$ cat config.mk
export PLATFORM = sky130hd
export DESIGN_NAME = out_port
export DESIGN_NICKNAME = d
export VERILOG_FILES = /design/src/rtl/nam85_pkg.sv /design/src/rtl/out_fifo.sv /design/src/rtl/out_port.sv
export SDC_FILE = /design/constraint.sdc
export NUM_CORES = 1
export LEC_CHECK = 0
export BUFFER_PORTS_ARGS = -buffer_cell sky130_fd_sc_hd__buf_2
export CAP_MARGIN = 25
export CORE_ASPECT_RATIO = 0.8
export CORE_MARGIN = 4
export CORE_UTILIZATION = 59
export CTS_CLUSTER_SIZE = 25
export DETAILED_ROUTE_END_ITERATION = 7
export PLACE_DENSITY = 0.78
export SYNTH_ARGS = -nofsm -noshare
export SYNTH_HDL_FRONTEND = slang
export SYNTH_SLANG_ARGS = --single-unit
export TNS_END_PERCENT = 100
$ cat constraint.sdc
create_clock -name clk -period 2.8 [get_ports clk]
set_clock_uncertainty 0.05 [all_clocks]
set_input_delay 0.56 -clock clk [delete_from_list [all_inputs] [get_ports clk]]
set_output_delay 0.56 -clock clk [all_outputs]
set_load 0.01 [all_outputs]
$ cat src/rtl/nam85_pkg.sv
// nam85_pkg: shared serializer state encoding and default output-port constants
package nam85_pkg;
    typedef enum logic [2:0] {IDLE, START, DATA, PARITY, STOP} state_t;
    localparam int DEF_DEPTH = 4;
    localparam int DEF_CLKS_PER_BIT = 4;
    localparam logic IDLE_LEVEL = 1'b1;
endpackage

$ cat src/rtl/out_fifo.sv
// out_fifo: byte FIFO with a head peek; a pop frees a slot for a same-cycle push when full
module out_fifo import nam85_pkg::*; #(
    parameter int DEPTH = DEF_DEPTH
) (
    input  logic                     clk,
    input  logic                     rst,
    input  logic                     push,
    input  logic                     pop,
    input  logic [7:0]               din,
    output logic [7:0]               head,
    output logic                     full,
    output logic                     empty,
    output logic [$clog2(DEPTH):0]   count
);
    localparam int AW = $clog2(DEPTH);
    localparam int CW = AW + 1;
    logic [7:0] mem [DEPTH];
    logic [AW-1:0] wr_ptr, rd_ptr;
    logic do_pop, do_push;
    assign do_pop = pop && !empty;
    assign do_push = push && (!full || do_pop);
    assign full = count == CW'(DEPTH);
    assign empty = count == '0;
    assign head = mem[rd_ptr];
    // storage array needs no reset; stale entries are never read while empty
    always_ff @(posedge clk) begin
        if (do_push && !rst) mem[wr_ptr] <= din;
    end
    // pointers wrap naturally since DEPTH is a power of two
    always_ff @(posedge clk) begin
        if (rst) begin
            wr_ptr <= '0;
            rd_ptr <= '0;
            count <= '0;
        end else begin
            if (do_push) wr_ptr <= wr_ptr + 1'b1;
            if (do_pop) rd_ptr <= rd_ptr + 1'b1;
            count <= count + CW'(do_push) - CW'(do_pop);
        end
    end
endmodule

$ cat src/rtl/out_port.sv
// out_port: buffered UART-style byte transmitter (8N1); define OUT_PORT_PARITY_EN for an even parity bit
module out_port import nam85_pkg::*; #(
    parameter int DEPTH = DEF_DEPTH,
    parameter int CLKS_PER_BIT = DEF_CLKS_PER_BIT
) (
    input  logic                     clk,
    input  logic                     rst,
    input  logic                     wr_en,
    input  logic [7:0]               data_in,
    output logic                     full,
    output logic                     empty,
    output logic [$clog2(DEPTH):0]   count,
    output logic                     overflow,
    output logic                     busy,
    output logic                     tx
);
    localparam int BW = $clog2(CLKS_PER_BIT);
    state_t state;
    logic [BW-1:0] baud;
    logic [2:0] bit_cnt;
    logic [7:0] shreg, head;
    logic pop, bit_end;
`ifdef OUT_PORT_PARITY_EN
    logic par;
`endif
    assign bit_end = baud == BW'(CLKS_PER_BIT - 1);
    assign pop = !empty && (state == IDLE || (state == STOP && bit_end));

    out_fifo #(.DEPTH(DEPTH)) fifo (
        .clk(clk),
        .rst(rst),
        .push(wr_en),
        .pop(pop),
        .din(data_in),
        .head(head),
        .full(full),
        .empty(empty),
        .count(count)
    );

    // a push is lost only when full and no slot is freed on the same edge
    always_ff @(posedge clk) begin
        if (rst) overflow <= 1'b0;
        else if (wr_en && full && !pop) overflow <= 1'b1;
    end

    // serializer: loading a byte always starts a fresh start bit, from IDLE or from the last STOP cycle
    always_ff @(posedge clk) begin
        if (rst) begin
            state <= IDLE;
            baud <= '0;
            bit_cnt <= '0;
            shreg <= '0;
            busy <= 1'b0;
            tx <= IDLE_LEVEL;
`ifdef OUT_PORT_PARITY_EN
            par <= 1'b0;
`endif
        end else if (pop) begin
            shreg <= head;
            bit_cnt <= '0;
            baud <= '0;
            state <= START;
            busy <= 1'b1;
            tx <= ~IDLE_LEVEL;
`ifdef OUT_PORT_PARITY_EN
            par <= ^head;
`endif
        end else begin
            case (state)
                IDLE: begin
                    baud <= '0;
                    tx <= IDLE_LEVEL;
                end
                START: begin
                    baud <= bit_end ? '0 : baud + 1'b1;
                    if (bit_end) begin
                        state <= DATA;
                        tx <= shreg[0];
                    end
                end
                DATA: begin
                    baud <= bit_end ? '0 : baud + 1'b1;
                    if (bit_end) begin
                        bit_cnt <= bit_cnt + 1'b1;
                        shreg <= shreg >> 1;
                        if (bit_cnt == 3'd7) begin
`ifdef OUT_PORT_PARITY_EN
                            state <= PARITY;
                            tx <= par;
`else
                            state <= STOP;
                            tx <= IDLE_LEVEL;
`endif
                        end else begin
                            tx <= shreg[1];
                        end
                    end
                end
                PARITY: begin
                    baud <= bit_end ? '0 : baud + 1'b1;
                    if (bit_end) begin
                        state <= STOP;
                        tx <= IDLE_LEVEL;
                    end
                end
                STOP: begin
                    baud <= bit_end ? '0 : baud + 1'b1;
                    if (bit_end) begin
                        state <= IDLE;
                        busy <= 1'b0;
                        tx <= IDLE_LEVEL;
                    end
                end
                default: begin
                    state <= IDLE;
                    busy <= 1'b0;
                    tx <= IDLE_LEVEL;
                end
            endcase
        end
    end
endmodule

==> results.py <==
metrics = {
    "finish": {
        "n_antenna_cell": 0,
        "drive_gt1_share_pct": 23.1,
        "nets": 240,
        "final_common_cell": "edfxtp_1",
        "syn2layout_area_growth_pct": 13.1,
        "final_cell_mix": "edfxtp_1, dfxtp_1, nor2_1, buf_2, a21oi_1",
        "postLayoutCoreUtil_pct": 72.0,
        "stdcell_count": 280,
    },
    "logic_synthesis": {
        "muxShareOfSynthArea_pct": 9.25,
        "yosys_warnings": 0,
        "synthFlopType": "edfxtp_1",
        "yosysSeqAreaShare_pct": 60.5,
        "synth_adder_area_share_pct": 4.77,
        "synth_top_family_by_area": "simple AND/OR/NAND/NOR gates",
        "yosys.area_share.simple_pct": 13.2,
        "synth-xor-area-share_pct": 1.74,
        "syn_area_per_cell_sq_um": 12.8,
        "synth_seq_cells": 60,
        "ys_types": 38,
        "syn_inst": 196,
        "postSynthNetCount": 216,
        "syn_area_sq_um": 2520,
        "synth_compound_area_share_pct": 7.91,
        "synth_edf_count": 32,
        "async_reset_ff_share_pct": 0,
    },
    "routing": {
        "top_layer_used": "met4",
        "wl_met2_um": 2220,
        "vias_per_cell": 5.56,
        "drc_errors": 0,
        "dr.pass1.iters": 5,
        "met1_length_um": 1880,
        "via_count": 1557,
        "first_iter_violations": 191,
        "drt-wirelength-per-cell_um": 15.6,
        "met3_length_um": 229,
        "ant_nets": 0,
        "wl_um": 4370,
    },
    "worst_setup_path": {
        "crit_family": "simple AND/OR/NAND/NOR gates",
        "end_kind": "register",
        "criticalPathCategory": "register to register",
        "crit_fanout": 10,
        "required_ns": 2.95,
        "startpoint_type": "register",
        "cp_num_buf_inv": 1,
        "worstPathCellList": "nor2_2 -> nand3_1 -> nor2_1 -> a21o_1 -> ha_1 -> inv_1 -> fa_1 -> xor2_1 -> xnor2_1 -> nor2_1",
        "cpMaxStageDelayCell": "dfxtp_1",
        "arrival_ns": 2.60,
        "slowest_delay_ns": 0.39,
        "path_common_cell": "nor2_1",
    },
    "cts": {
        "cts.reportedPaths.clkPinSlew_ns": 0.06,
        "insertion_delay_ns": 0.33,
        "holdBufCountCts": 0,
        "h-tree-depth": 3,
        "root_buffer": "clkbuf_8",
        "cts_inserted_buffers": 9,
        "cts_setup_buffers": 0,
        "cts_tree": "built",
        "ctsResizeCount": 0,
        "cts_max_path_buffers": 2,
        "cts.sinks": 60,
    },
    "global_route": {
        "grt_max_degree": 30,
        "antenna_found_initial": 0,
        "grt_pass1_wl_um": 7320,
        "grt_pass1_vias": 1531,
        "grt_usage_pct": 19.3,
        "grt_overflow": 0,
    },
    "placement": {
        "place.gp.congestion": 0.768,
        "hpwlAfterDp_um": 3130,
        "place_inst": 264,
        "io_buffers": 18,
    },
    "sta": {
        "setup_viol": 0,
        "final_max_slew_viol_count": 0,
        "slew_headroom_pct": 58.9,
        "tns_ns": 0,
        "worst_slew_pin_slew_ns": 0.614,
        "max_freq_mhz": 409,
        "period_minus_slack_ns": 2.45,
        "hold_viol": 0,
        "rsz0062_at_grt": "no",
        "finalCritPeriodShare_pct": 87.4,
    },
    "floorplanning": {
        "fp.dieH_um": 66.4,
        "die_w_um": 81.0,
        "num_rows": 20,
        "io-pin-count": 19,
        "core_area_sq_um": 3950,
        "initial_core_util_pct": 63.6,
        "die-area_sq_um": 5380,
    },
    "hold_path": {
        "hold_class": "input pin to register",
    },
    "power": {
        "power.switching_uw": 807,
        "leakagePower_uw": 0.00107,
        "irDropWorstVdd_v": 0.000654,
        "clkPwrFrac_pct": 27.1,
        "p_per_area_nw_per_um2": 917,
        "p_sw_share_pct": 30.9,
        "intPower_uw": 1800,
        "pwr-share-comb_pct": 27.3,
        "p_seq_share_pct": 45.6,
    },
    "run_status": {
        "status": "finished, final reports clean",
    },
    "job": {
        "drv.max_cap_violation_count": 0,
    },
}
power by group through the flow:
stage | Combinational [uW] | Clock (uW) | Sequential (uW)
floorplan | 582 | 0 | 1160
global placement | 693 | 0 | 1200
detailed placement | 710 | 0 | 1210
CTS | 719 | 726 | 1190
global route | 798 | 779 | 1210
finish | 714 | 707 | 1190
through the flow:
stage               hold WS, ns  power (uW)  worst slack (ns)  cell area (sq um)
floorplan                 0.382        1740             0.625               2520
global placement          0.389        1890             0.502               2660
detailed placement        0.403        1920             0.373               2660
CTS                       0.375        2640             0.358               2850
global route              0.367        2790             0.158               2850
finish                    0.397        2610             0.352               2850
sequential cells by signal (all words and copies together) (netlist names), named ones only:
signal	cells
tx	1
busy	1
state	3
baud	2
shreg	8
fifo.rd_ptr	2
fifo.wr_ptr	2
fifo.mem	32
overflow	1
fifo.count	3
bit_cnt	3
layer usage:
metal,global-route usage [%],vias up
met5,0,-
met1,22.3,746
met4,7.59,0
met2,30.7,37
met3,9.54,6
li1,-,768
logic make-up after synthesis:
family	count (synthesis)
muxes	13
adders and majority gates	9
DFF	60
buffers and inverters	15
xor gates and xnor gates	5
and+or+nand+nor	61
AOI/OAI and AO/OA	33
final timing paths:
kind / startpoint / end / slack, ns / cells after the start
setup / recovery: state[0]$_SDFFE_PP0P_ / fifo.count[2]$_SDFF_PP0_ / 0.35 / 10
hold / removal: data_in[6] / fifo.mem[2][6]$_DFFE_PP_ / 0.40 / 1
setup reg to reg: state[0]$_SDFFE_PP0P_ / fifo.count[2]$_SDFF_PP0_ / 0.35 / 10
hold reg to reg: shreg[6]$_SDFFE_PP0P_ / shreg[6]$_SDFFE_PP0P_ / 0.41 / 2
layout make-up:
type / instances / area [sq um]
repair buffers: 23 / 128
multi-input cells: 121 / 927
inverters: 5 / 18.8
clock inverters: 6 / 55.1
clock buffers: 10 / 128
well taps: 55 / 68.8
flip-flops and latches: 60 / 1520
fillers: 284 / 1110
cells in the mapped netlist, types with 2 or more instances:
| library cell | count | area [sq um] |
|---|---|---|
| edfxtp_1 | 32 | 961 |
| nor3_1 | 3 | 15.0 |
| nor2_1 | 21 | 78.8 |
| xnor2_1 | 3 | 26.3 |
| o21ai_0 | 2 | 10.0 |
| nor4_1 | 2 | 12.5 |
| nand2b_1 | 4 | 25.0 |
| a21oi_1 | 17 | 85.1 |
| ha_1 | 8 | 100 |
| xor2_1 | 2 | 17.5 |
| mux4_2 | 8 | 180 |
| a22oi_1 | 7 | 52.6 |
| buf_2 | 3 | 15.0 |
| a21o_1 | 2 | 15.0 |
| a31oi_1 | 2 | 12.5 |
| clkbuf_1 | 5 | 18.8 |
| inv_1 | 5 | 18.8 |
| nor3b_1 | 7 | 52.6 |
| mux2i_1 | 3 | 30.0 |
| nand2_1 | 13 | 48.8 |
| dfxtp_1 | 28 | 561 |
| mux2_2 | 2 | 22.5 |
| nor2b_1 | 2 | 12.5 |
No activity file was read; power rests on OpenSTA's default activity.
